**src/rtl/stream_arb_pkg.sv**
```systemverilog
// Shared types for the two-input stream arbiter: FSM state and input select encoding.
package stream_arb_pkg;

  typedef enum logic {
    IDLE   = 1'b0,
    LOCKED = 1'b1
  } arb_state_t;

  typedef logic sel_t;

  localparam sel_t SEL_IN0 = 1'b0;
  localparam sel_t SEL_IN1 = 1'b1;

endpackage

```
**src/rtl/rr_grant_2.sv**
```systemverilog
// Combinational round-robin grant for two requesters, with packet-lock override.
module rr_grant_2
  import stream_arb_pkg::*;
(
  input  logic       valid0,
  input  logic       valid1,
  input  sel_t       prio,
  input  arb_state_t state,
  input  sel_t       lock_sel,
  output logic       grant0,
  output logic       grant1
);

  // While locked the grant stays on the packet owner even if it has no beat ready.
  always_comb begin
    grant0 = 1'b0;
    grant1 = 1'b0;
    if (state == LOCKED) begin
      grant0 = (lock_sel == SEL_IN0);
      grant1 = (lock_sel == SEL_IN1);
    end else if (valid0 && valid1) begin
      grant0 = (prio == SEL_IN0);
      grant1 = (prio == SEL_IN1);
    end else begin
      grant0 = valid0;
      grant1 = valid1;
    end
  end

endmodule

```
**src/rtl/stream_arb_2x1.sv**
```systemverilog
// Two-input round-robin stream arbiter with optional packet locking and a
// registered output beat that also exports the index of the granted input.
module stream_arb_2x1
  import stream_arb_pkg::*;
#(
  parameter int DATA_W   = 8,
  parameter bit LOCK_PKT = 1'b1
) (
  input  logic              clk,
  input  logic              rst_n,
  input  logic              in0_valid,
  output logic              in0_ready,
  input  logic [DATA_W-1:0] in0_data,
  input  logic              in0_last,
  input  logic              in1_valid,
  output logic              in1_ready,
  input  logic [DATA_W-1:0] in1_data,
  input  logic              in1_last,
  output logic              out_valid,
  input  logic              out_ready,
  output logic [DATA_W-1:0] out_data,
  output logic              out_last,
  output logic              out_sel
);

  arb_state_t        state;
  sel_t              prio;
  sel_t              lock_sel;
  logic              grant0;
  logic              grant1;
  logic              load_en;
  logic              acc0;
  logic              acc1;
  logic              accept;
  sel_t              acc_sel;
  logic [DATA_W-1:0] acc_data;
  logic              acc_last;

  rr_grant_2 u_grant (
    .valid0   (in0_valid),
    .valid1   (in1_valid),
    .prio     (prio),
    .state    (state),
    .lock_sel (lock_sel),
    .grant0   (grant0),
    .grant1   (grant1)
  );

  // The output register can take a new beat when empty or draining this cycle.
  assign load_en   = !out_valid || out_ready;
  assign in0_ready = grant0 && load_en;
  assign in1_ready = grant1 && load_en;
  assign acc0      = in0_valid && in0_ready;
  assign acc1      = in1_valid && in1_ready;
  assign accept    = acc0 || acc1;
  assign acc_sel   = acc1 ? SEL_IN1 : SEL_IN0;
  assign acc_data  = acc1 ? in1_data : in0_data;
  assign acc_last  = acc1 ? in1_last : in0_last;

  always_ff @(posedge clk or negedge rst_n) begin
    if (!rst_n) begin
      out_valid <= 1'b0;
      out_data  <= '0;
      out_last  <= 1'b0;
      out_sel   <= SEL_IN0;
      prio      <= SEL_IN0;
      lock_sel  <= SEL_IN0;
      state     <= IDLE;
    end else begin
      if (accept) begin
        out_valid <= 1'b1;
        out_data  <= acc_data;
        out_last  <= acc_last;
        out_sel   <= acc_sel;
      end else if (out_ready) begin
        out_valid <= 1'b0;
      end

      // Priority moves past the winner at packet end (or every beat when unlocked).
      if (accept) begin
        if (!LOCK_PKT) begin
          prio <= ~acc_sel;
        end else if (acc_last) begin
          prio  <= ~acc_sel;
          state <= IDLE;
        end else if (state == IDLE) begin
          state    <= LOCKED;
          lock_sel <= acc_sel;
        end
      end
    end
  end

  a_stable_when_stalled : assert property (
    @(posedge clk) disable iff (!rst_n)
    (out_valid && !out_ready) |=>
      (out_valid && $stable(out_data) && $stable(out_last) && $stable(out_sel)));

  a_one_hot_ready : assert property (
    @(posedge clk) disable iff (!rst_n)
    !(in0_ready && in1_ready));

  a_locked_other_blocked : assert property (
    @(posedge clk) disable iff (!rst_n)
    (state == LOCKED) |-> ((lock_sel == SEL_IN0) ? !in1_ready : !in0_ready));

  a_empty_after_reset : assert property (
    @(posedge clk)
    $rose(rst_n) |-> !out_valid);

endmodule

```
**config.mk**
```make
export PLATFORM = sky130hd
export DESIGN_NAME = stream_arb_2x1
export DESIGN_NICKNAME = d
export VERILOG_FILES = /design/src/rtl/stream_arb_pkg.sv /design/src/rtl/rr_grant_2.sv /design/src/rtl/stream_arb_2x1.sv
export SDC_FILE = /design/constraint.sdc
export NUM_CORES = 1
export LEC_CHECK = 0
export ABC_CLOCK_PERIOD_IN_PS = 4200
export BUFFER_PORTS_ARGS = -buffer_cell sky130_fd_sc_hd__buf_2
export CORE_MARGIN = 8
export CORE_UTILIZATION = 48
export CTS_CLUSTER_SIZE = 25
export DETAILED_ROUTE_END_ITERATION = 7
export GPL_TIMING_DRIVEN = 0
export PLACE_DENSITY_LB_ADDON = 0.12
export SLEW_MARGIN = 20
export SYNTH_ARGS = -nofsm -noshare
export SYNTH_HDL_FRONTEND = slang
export SYNTH_SLANG_ARGS = --single-unit
```
**constraint.sdc**
```tcl
create_clock -name clk -period 4.2 [get_ports clk]
set_clock_uncertainty 0.1 [all_clocks]
set_input_delay 0.42 -clock clk [delete_from_list [all_inputs] [get_ports clk]]
set_output_delay 0.42 -clock clk [all_outputs]
set_load 0.05 [all_outputs]
```
# [After elaboration in Yosys (flattened, before gate mapping)]
# Cells that the tools add are included.
[word_totals] elab_cells=33 out_inout_bits=13 input_bits=23 register_bits=14
[classes] n_bitwise=5 reduce_logical=11 muxes=10
[op_table] operator="1-bit two-way mux" n=9
[op_table] operator="8-bit two-way mux" n=1
[op_table] operator="1-bit logical AND" n=5
[op_table] operator="1-bit NOT" n=5
[op_table] operator="3-bit AND reduction" n=1
[op_table] operator="1-bit logical OR" n=2
[op_table] operator="2-bit AND reduction" n=1
[op_table] operator="2-bit nonzero test" n=1
[op_table] operator="1-bit logical NOT" n=1

# [Longest topological paths before layout]
# Gate-level depths: netlist (run 1).
[logic_depth] word_depth=8 mapped_depth=5 depth_no_buf=4

# [By module]
# From an unflattened synthesis (run 1), not the netlist that was laid out.
[unflattened] cells_unflattened=82 hier_area_um2=789.5
[modules_own_cells] module="stream_arb_2x1" instances=1 seq_area_each_um2=350.3 area_per_inst_um2=748.2 cells_each=76
[modules_own_cells] module="rr_grant_2" instances=1 seq_area_each_um2=0.0 area_per_inst_um2=41.3 cells_each=6

# [Worst setup path after synthesis (run 1)]
# OpenSTA, ideal clock, no wires.
[synth_timing] path_type="input to output" startpoint="in in0_valid" endpoint="out in1_ready" path_stages=4 t_required_ps=3680 arrival_ps=1578 n_path_buf=1 path_slack_ps=2102 cell_sequence="nor2b_1 > o21a_1 > buf_2 > nor2_1"
[synth_via] elab_chain_len=4
[synth_lines] element="start: declaration" line="stream_arb_2x1.sv:11" text="input logic in0_valid,"
[synth_lines] element="1-bit logical AND" line="rr_grant_2.sv:21" text="end else if (valid0 && valid1) begin"
[synth_lines] element="1-bit two-way mux" line="rr_grant_2.sv:21"
[synth_lines] element="1-bit two-way mux" line="rr_grant_2.sv:18" text="if (state == LOCKED) begin"
[synth_lines] element="1-bit logical AND" line="stream_arb_2x1.sv:52" text="assign in1_ready = grant1 && load_en;"
[synth_lines] element="end: declaration" line="stream_arb_2x1.sv:16" text="output logic in1_ready,"
# Every way passes these cells.

# [Worst setup path in the final report (run 1)]
[layout_timing] startpoint="reg state" endpoint="out in1_ready"
[layout_via] elab_chain_len=2
[layout_lines] element="start: declaration" line="stream_arb_2x1.sv:26" text="arb_state_t state;"
[layout_lines] element="start signal: assignment" line="stream_arb_2x1.sv:68" text="state <= IDLE;"
[layout_lines] element="start signal: assignment" line="stream_arb_2x1.sv:85" text="state <= IDLE;"
[layout_lines] element="start signal: assignment" line="stream_arb_2x1.sv:87" text="state <= LOCKED;"
[layout_lines] element="1-bit two-way mux" line="rr_grant_2.sv:18"
[layout_lines] element="1-bit logical AND" line="stream_arb_2x1.sv:52"
# Every way passes these cells.

==> impl_metrics.toml, run 1 <==
[status]
status = "complete, no violations"

[worst_setup_path]
r2r_slack_ns = 2.61
path_cells = "nand2b_4, o21a_1, buf_2, nor2_1, buf_2"
rr_startpoint = "state$_DFFE_PN0P_"
cp_slowest_stage_delay_ns = 0.47
crit_buf_inv = 2
cp-start-kind = "register"
worstReg2RegEnd = "out_data[7]$_DFFE_PN0P_"
cp_max_fo = 10
crit_top_cell = "buf_2"
crit_slowest_cell = "dfrtp_1"
end_kind = "output port"
r2r_cells = 5
crit_family = "flip-flops"
worstPathRequired_ns = 3.68
crit_arrival_ns = 1.72
path_class = "reg2out"

[floorplanning]
die_h_microns = 55.8
num_rows = 14
core_sq_um = 1490
initial_utilization_pct = 51.0
io_pins = 36
die_w_microns = 55.8
die_area_sq_um = 3110

[clocking]
cts_max_level = 1
cts_inserted_buffers = 3
post_cts_buffers = 0
clock_latency_ns = 0.29
cts_max_path_buffers = 2
root_buffer = "clkbuf_4"
cts_tree = "built"
path_clk_slew_ns = 0.09
cts.sinks = 14

[synthesis]
ys_types = 23
synth_edf_count = 0
synthTopCellsByArea = "dfrtp_1 (46%), nor3_1 (11%), nor3_2 (11%), nor2_1 (5.9%), o21ai_0 (2.6%)"
synth_top_cell_by_area = "dfrtp_1"
synthTopCellsByCount = "nor3_1 (16), dfrtp_1 (14), nor2_1 (12), nor3_2 (8), o21ai_0 (4)"
ys_seq_area_share_pct = 46.1
syn_inst = 79
synth_top_area_share_pct = 46.1
avgSynthCellArea_sq_um = 9.61
synth_most_common_cell = "nor3_1"
yosys_register_bits = 14
syn_nets = 102
synthFlopType = "dfrtp_1"
synthArstFlopShare_pct = 100
synth_area_sq_um = 759
synth_warnings = 0

[global_routing]
grt_pass1_vias = 799
antenna_found_initial = 0
grt_usage_pct = 13.9
grt_first_pass_wirelength_microns = 3550
grt_max_degree = 15
globalRouteOverflowTotal = 0

[power_and_ir_drop]
vdd_ir_drop_max_mv = 0.559
power_mw = 0.835
p_per_area_nw_per_um2 = 835
p_leak_nw = 0.450

[cells_and_area]
antennaDiodeCount = 0
multiInputGateArea_sq_um = 380
register_area_sq_um = 350
layout-drive-gt1-share_pct = 47.9
nNetsFinal = 143
num-fill-cells = 132
syn_to_final_growth_pct = 31.8

[sta]
min_period_ns = 2.24
fmax_mhz = 447
rsz0062_at_grt = "false"
finalSetupTns_ns = 0
fin_crit_sh_pct = 53.3
hold_violations = 0
worstMarginPinSlew_ns = 0.492
setup_viol = 0
timing.slew.headroom_pct = 67.2
slew_viol_final = 0

[placed_design]
port_buffers = 35
dpl.hpwl_microns = 1520
gp_congestion = 0.776

[drt]
num_vias = 736
routed_wl_microns = 2080
vias_per_cell = 5.45
routedWlPerCell_microns = 15.4
antenna_left = 0
drc = 0
drtIter0Drc = 12
first_pass_iters = 4

[job]
cap_viol_max_count = 0

[hold_path]
min_to = "lock_sel$_DFFE_PN0P_"
holdPathStages = 2
min_path_type = "in2reg"
hp-start = "in1_last"
## sequential cells by signal, summed over array words and instances (netlist names)
register and cells:
out_data 8, lock_sel 1, out_last 1, out_sel 1, out_valid 1, prio 1, state 1
## cell type report
type / instances / share of cell area (%)
Multi-Input combinational cell: 60 / 38.0
Sequential cell: 14 / 35.0
Timing Repair Buffer: 36 / 18.5
Clock buffer: 4 / 3.62
Buffer: 5 / 2.88
Tap cell: 16 / 2.00
## what timing repair did
| item | CTS | global route |
|---|---|---|
| hold buffers | 1 | 0 |
| gates resized for setup | 0 | 0 |
| hold endpoints to repair | 14 | 0 |
## cells by family (layout without fill, tap and decap cells)
| logic type | after synthesis | in the layout | share of synthesized area, % |
|---|---|---|---|
| mux | 1 | 1 | 1.32 |
| buf+inv | 5 | 45 | 3.79 |
| compound gates | 12 | 12 | 12.7 |
| flops | 14 | 14 | 46.1 |
| simple gates | 47 | 47 | 36.1 |
## placed cells by master, fill, tap and decap left out
master / synthesis / final
nor3_2: 8 / 8
nor2_2: 1 / 1
clkbuf_1: 2 / 2
a31o_2: 1 / 1
a31oi_2: 1 / 1
or2_2: 1 / 1
nor2b_1: 3 / 3
mux2i_1: 1 / 1
nand2b_4: 1 / 1
nand2b_1: 1 / 1
buf_6: 1 / 1
a211oi_2: 1 / 1
clkbuf_4: 0 / 3
nor2_1: 12 / 12
nor3_1: 16 / 16
dlygate4sd3_1: 0 / 1
o21ai_2: 1 / 1
o21a_1: 1 / 1
dfrtp_1: 14 / 14
nand4_1: 1 / 1
o21ai_0: 4 / 4
nand2_1: 3 / 3
a22o_1: 1 / 1
o41ai_1: 2 / 2
buf_2: 2 / 37
clkbuf_8: 0 / 1
## stage by stage
step / util [%] / setup WS (ns) / instance area (sq um) / hold slack [ns] / instances
floorplan: - / 2.10 / 759 / 0.0244 / 79
global placement: 64.1 / 2.22 / 955 / 0.231 / 130
detailed placement: 64.1 / 2.20 / 955 / 0.243 / 130
CTS: 67.2 / 1.97 / 1000 / 0.223 / 135
global route: 67.2 / 1.90 / 1000 / 0.237 / 135
finish: 67.2 / 1.96 / 1000 / 0.225 / 135
## where the power goes
part / switching, mW / internal, mW / total [mW]
Combinational: 0.358 / 0.141 / 0.499
Sequential: 0.0399 / 0.196 / 0.236
Clock: 0.0480 / 0.0529 / 0.101
## routing by layer
layer,track usage (%),vias up,share of wire (%)
met5,0,-,0
met2,22.8,25,49
met4,7.39,0,2.2
li1,-,363,-
met1,15.4,343,43
met3,4.79,5,6.2
## worst max path at each step
stage                      startpoint         to  depth (start not counted)
finish              state$_DFFE_PN0P_  in1_ready                          5
global route        state$_DFFE_PN0P_  in1_ready                          5
CTS                 state$_DFFE_PN0P_  in1_ready                          5
detailed placement          in0_valid  in1_ready                          6
global placement            in0_valid  in1_ready                          6
floorplan                   in0_valid  in1_ready                          4
No activity file was read; power rests on OpenSTA's default activity.
==> inputs of run 2 (changes only) <==
--- a/config.mk
+++ b/config.mk
@@ -5,10 +5,10 @@
 export SDC_FILE = /design/constraint.sdc
 export NUM_CORES = 1
 export LEC_CHECK = 0
-export ABC_CLOCK_PERIOD_IN_PS = 4200
+export ABC_CLOCK_PERIOD_IN_PS = 2100
 export BUFFER_PORTS_ARGS = -buffer_cell sky130_fd_sc_hd__buf_2
 export CORE_MARGIN = 8
-export CORE_UTILIZATION = 48
+export CORE_UTILIZATION = 44
 export CTS_CLUSTER_SIZE = 25
 export DETAILED_ROUTE_END_ITERATION = 7
 export GPL_TIMING_DRIVEN = 0
==> constraint.sdc (replaced) <==
create_clock -name clk -period 2.1 [get_ports clk]
set_clock_uncertainty 0.1 [all_clocks]
set_input_delay 0.21 -clock clk [delete_from_list [all_inputs] [get_ports clk]]
set_output_delay 0.21 -clock clk [all_outputs]
set_load 0.05 [all_outputs]
==> run 2 against run 1 <==
Net effect:
- worst setup slack got worse by 1.8 ns
- utilization decreased by 8.1 points
- routed wire length decreased by 4.5%
- critical path type unchanged
- highest routed layer unchanged
==> impl_metrics.toml, run 2 (synthesis results as in run 1) <==
[clocking]
cts_max_path_buffers = 2
root_buffer = "clkbuf_4"
cts_tree = "built"
post_cts_buffers = 0
cts_inserted_buffers = 3
holdBufCountCts = 1
cts_max_level = 1
path_clk_slew_ns = 0.09
clock_latency_ns = 0.27
cts_resized = 0
cts.sinks = 14

[drt]
routedWlPerCell_microns = 14.7
antenna_left = 0
drtIter0Drc = 11
first_pass_iters = 4
vias_per_cell = 5.33
num_vias = 719
routed_wl_microns = 1990
drc = 0

[sta]
setup_viol = 0
rsz0062_at_grt = "false"
fmax_mhz = 505
timing.slew.headroom_pct = 70.6
finalSetupTns_ns = 0
slew_viol_final = 0
fin_crit_sh_pct = 94.2
hold_violations = 0
worstMarginPinSlew_ns = 0.441
min_period_ns = 1.98
worst_hold_slack_ns = 0.0332

[cells_and_area]
register_area_sq_um = 350
multiInputGateArea_sq_um = 380
antennaDiodeCount = 0
syn_to_final_growth_pct = 30.1
nNetsFinal = 143
mostFrequentLayoutCells = "buf_2 (37), nor3_1 (16), dfrtp_1 (14), nor2_1 (12), nor3_2 (8)"
layout-drive-gt1-share_pct = 47.5
largest_reg_flops = 8
final_common_cell = "buf_2"
top_register = "out_data"
num-fill-cells = 153

[floorplanning]
die_w_microns = 57.5
core_sq_um = 1670
io_pins = 36
num_rows = 15
die_area_sq_um = 3310
die_h_microns = 57.5
initial_utilization_pct = 45.5

[hold_path]
min_path_type = "in2reg"

[worst_setup_path]
cp-start-kind = "register"
end_kind = "output port"
cp_max_fo = 10
crit_arrival_ns = 1.67
cp_slowest_stage_delay_ns = 0.46
crit_slowest_cell = "dfrtp_1"
path_cells = "nand2b_4, o21a_1, buf_2, nor2_1, buf_2"
path_class = "reg2out"
worstPathRequired_ns = 1.79
crit_top_cell = "buf_2"

[power_and_ir_drop]
p_switching_mw = 0.873
p_leak_nw = 0.442
vdd_ir_drop_max_mv = 0.938
p_int_mw = 0.740
swShare_pct = 54.1
clockPowerShare_pct = 9.4
p_per_area_nw_per_um2 = 1630
comb_power_share_pct = 61.6
power_frac_seq_pct = 29.0

[placed_design]
port_buffers = 35
gp_congestion = 0.803
dpl.hpwl_microns = 1500

[global_routing]
grt_pass1_vias = 810
antenna_found_initial = 0
grt_first_pass_wirelength_microns = 3590
grt_max_degree = 15
globalRouteOverflowTotal = 0
grt_usage_pct = 13.5

[status]
status = "complete, no violations"

[job]
cap_viol_max_count = 0
==> run 2: cell count changes in the layout (fill, tap and decap cells not counted), sizes merged <==
cell	delta
clkbuf	-1
==> run 2: power by group through the flow <==
stage               combinational [mW]  clock, mW  sequential [mW]
floorplan                        0.430          0            0.807
global placement                 0.991          0            0.470
detailed placement                1.00          0            0.472
CTS                               1.01      0.160            0.467
global route                      1.07      0.166            0.489
finish                           0.993      0.152            0.468
==> run 2: final cells by class <==
| cell class | instances | share of cell area, % |
|---|---|---|
| Timing Repair Buffer | 36 | 18.7 |
| Sequential cell | 14 | 35.4 |
| Multi-Input combinational cell | 60 | 38.5 |
| Tap cell | 17 | 2.15 |
| Clock buffer | 3 | 2.28 |
| Buffer | 5 | 2.91 |
==> run 2: worst paths after layout <==
kind                                      from                      end  slack (ns)  cells after the start
min in group asynchronous                rst_n     out_last$_DFFE_PN0P_        0.26                      2
max in group asynchronous                rst_n      out_sel$_DFFE_PN0P_        1.40                      2
min                                   in1_last     lock_sel$_DFFE_PN0P_        0.03                      2
min reg2reg                out_sel$_DFFE_PN0P_      out_sel$_DFFE_PN0P_        0.41                      2
max                          state$_DFFE_PN0P_                in1_ready        0.12                      5
max reg2reg                  state$_DFFE_PN0P_  out_data[4]$_DFFE_PN0P_        0.53                      5
==> run 2: through the flow <==
step / instance area, sq um / util [%] / power (mW) / setup WS [ns] / instances
after floorplan: 759 / - / 1.24 / 0.217 / 79
after global placement: 956 / 57.2 / 1.46 / 0.427 / 131
after detailed placement: 956 / 57.2 / 1.48 / 0.438 / 131
after CTS: 988 / 59.2 / 1.63 / 0.115 / 135
after global routing: 988 / 59.2 / 1.73 / 0.0192 / 135
final: 988 / 59.2 / 1.61 / 0.121 / 135
==> run 2: critical path: cells and delay by family (launching register included) <==
kind / cells / cell delay, ns
AO/OA/AOI/OAI: 1 / 0.19
buffers and inverters: 2 / 0.45
flip-flops: 1 / 0.46
AND/OR/NAND/NOR: 2 / 0.29
==> run 2: layer usage <==
layer	track usage, %	wire length [microns]	up-vias
met2	22.0	983	27
li1	-	-	362
met3	4.48	150	2
met5	0	0	-
met1	16.2	847	328
met4	4.29	6	0
==> inputs of run 3 (changes only) <==
--- a/config.mk
+++ b/config.mk
@@ -12,7 +12,7 @@
 export CTS_CLUSTER_SIZE = 25
 export DETAILED_ROUTE_END_ITERATION = 7
 export GPL_TIMING_DRIVEN = 0
-export PLACE_DENSITY_LB_ADDON = 0.12
+export PLACE_DENSITY = 0.76
 export SLEW_MARGIN = 20
 export SYNTH_ARGS = -nofsm -noshare
 export SYNTH_HDL_FRONTEND = slang
==> constraint.sdc (replaced) <==
create_clock -name clk -period 2.1 [get_ports clk]
set_clock_uncertainty 0.1 [all_clocks]
set_input_delay 0.105 -clock clk [delete_from_list [all_inputs] [get_ports clk]]
set_output_delay 0.105 -clock clk [all_outputs]
set_load 0.05 [all_outputs]
==> run 3 against run 2 <==
Net effect:
- non-clock buffer count rose by 2
- critical endpoint unchanged
- largest cell class unchanged
- utilization increased by 1.2 points
- maximum frequency is 5.3% higher
- global-route usage is 1.1 points lower
- clock-buffer cell count unchanged
==> impl_metrics.toml, run 3 (synthesis results as in run 1) <==
[status]
status = "complete, no violations"

[job]
cap_viol_max_count = 0

[hold_path]
min_to = "out_data[4]$_DFFE_PN0P_"
holdPathStages = 3
hp-start = "in1_data[4]"
min_path_type = "in2reg"

[sta]
hold_violations = 0
setup_viol = 0
worstMarginPinSlew_ns = 0.446
fmax_mhz = 532
timing.slew.headroom_pct = 70.2
slew_viol_final = 0
min_period_ns = 1.88
finalSetupTns_ns = 0
fin_crit_sh_pct = 89.5
rsz0062_at_grt = "false"

[worst_setup_path]
path_class = "reg2out"
r2r_cells = 4
crit_slowest_cell = "dfrtp_1"
r2r_slack_ns = 0.53
cp_max_fo = 10
path_cells = "nand2b_4, o21a_1, buf_2, nor2_1, buf_2"
crit_arrival_ns = 1.67
cp-start-kind = "register"
worstReg2RegEnd = "lock_sel$_DFFE_PN0P_"
worstPathRequired_ns = 1.89
cp_slowest_stage_delay_ns = 0.46
crit_top_cell = "buf_2"
end_kind = "output port"
crit_buf_inv = 2
rr_startpoint = "state$_DFFE_PN0P_"
crit_family = "flip-flops"

[floorplanning]
die_h_microns = 57.5
core_sq_um = 1670
die_w_microns = 57.5
io_pins = 36
initial_utilization_pct = 45.5
die_area_sq_um = 3310
num_rows = 15

[drt]
drc = 0
num_vias = 719
vias_per_cell = 5.25
routed_wl_microns = 2090
first_pass_iters = 4
routedWlPerCell_microns = 15.2
antenna_left = 0
drtIter0Drc = 22

[clocking]
cts_inserted_buffers = 3
holdBufCountCts = 3
cts_max_level = 1
cts_resized = 0
root_buffer = "clkbuf_4"
cts.sinks = 14
clock_latency_ns = 0.27
path_clk_slew_ns = 0.09
post_cts_buffers = 0
cts_max_path_buffers = 2
cts_tree = "built"

[cells_and_area]
num-fill-cells = 154
multiInputGateArea_sq_um = 380
nNetsFinal = 145
top_register = "out_data"
final_common_cell = "buf_2"
antennaDiodeCount = 0
register_area_sq_um = 350
finish.instance_area_sq_um = 1010
mostFrequentLayoutCells = "buf_2 (37), nor3_1 (16), dfrtp_1 (14), nor2_1 (12), nor3_2 (8)"
largest_reg_flops = 8
fin_cells = 137
syn_to_final_growth_pct = 32.8
layout-drive-gt1-share_pct = 46.7

[global_routing]
grt_first_pass_wirelength_microns = 3360
globalRouteOverflowTotal = 0
grt_pass1_vias = 766
antenna_found_initial = 0
grt_usage_pct = 12.4
grt_max_degree = 15

[power_and_ir_drop]
p_leak_nw = 0.451
power_mw = 1.62
vdd_ir_drop_max_mv = 0.683
p_per_area_nw_per_um2 = 1610

[placed_design]
gp_congestion = 0.768
dpl.hpwl_microns = 1560
dp.cells = 131
port_buffers = 35
placedInstanceArea_sq_um = 956
-- run 3: changes by cell type in the layout (fill, tap and decap cells not counted) --
cell           previous run  this run
dlygate4sd3_1             1         3
-- run 3: how the worst max path moves through the flow --
stage | to | cells past startpoint | slack, ns | start
finish | in1_ready | 5 | 0.22 | state$_DFFE_PN0P_
global route | in1_ready | 5 | 0.16 | state$_DFFE_PN0P_
CTS | in1_ready | 5 | 0.21 | state$_DFFE_PN0P_
detailed placement | in1_ready | 5 | 0.52 | state$_DFFE_PN0P_
global placement | in1_ready | 5 | 0.53 | state$_DFFE_PN0P_
floorplan | in1_ready | 4 | 0.32 | state$_DFFE_PN0P_
-- run 3: final cells by class --
cell class	instances	area share (%)
Clock buffer	3	2.23
Buffer	5	2.85
Tap cell	17	2.11
Sequential cell	14	34.7
Timing Repair Buffer	38	20.3
Multi-Input combinational cell	60	37.7
-- run 3: report_power, final --
part           switching [mW]  total (mW)  internal, mW
Sequential             0.0796       0.472         0.392
Combinational           0.717        1.00         0.284
Clock                  0.0824       0.149        0.0662
Total                   0.879        1.62         0.742
-- run 3: per-layer routing --
metal	global-route usage, %	vias to the layer above	part of all wire [%]
li1	-	366	-
met5	0	-	0
met4	3.93	0	0.14
met2	22.7	21	56
met1	14.1	330	40
met3	2.24	2	4.3
-- run 3: tightest hold or removal path: stages --
cell and delay (ns):
buf_2 0.08, nor3_1 0.05, nor3_2 0.13
-- run 3: through the flow --
| stage | utilization [%] | worst slack, ns | hold slack (ns) |
|---|---|---|---|
| 6_report | 60.4 | 0.221 | 0.0305 |
| 5_1_grt | 60.4 | 0.157 | 0.0276 |
| 4_1_cts | 60.4 | 0.207 | 0.0323 |
| 3_5_place_dp | 57.2 | 0.517 | -0.0804 |
| 3_3_place_gp | 57.2 | 0.529 | -0.0846 |
| 2_1_floorplan | - | 0.322 | -0.291 |
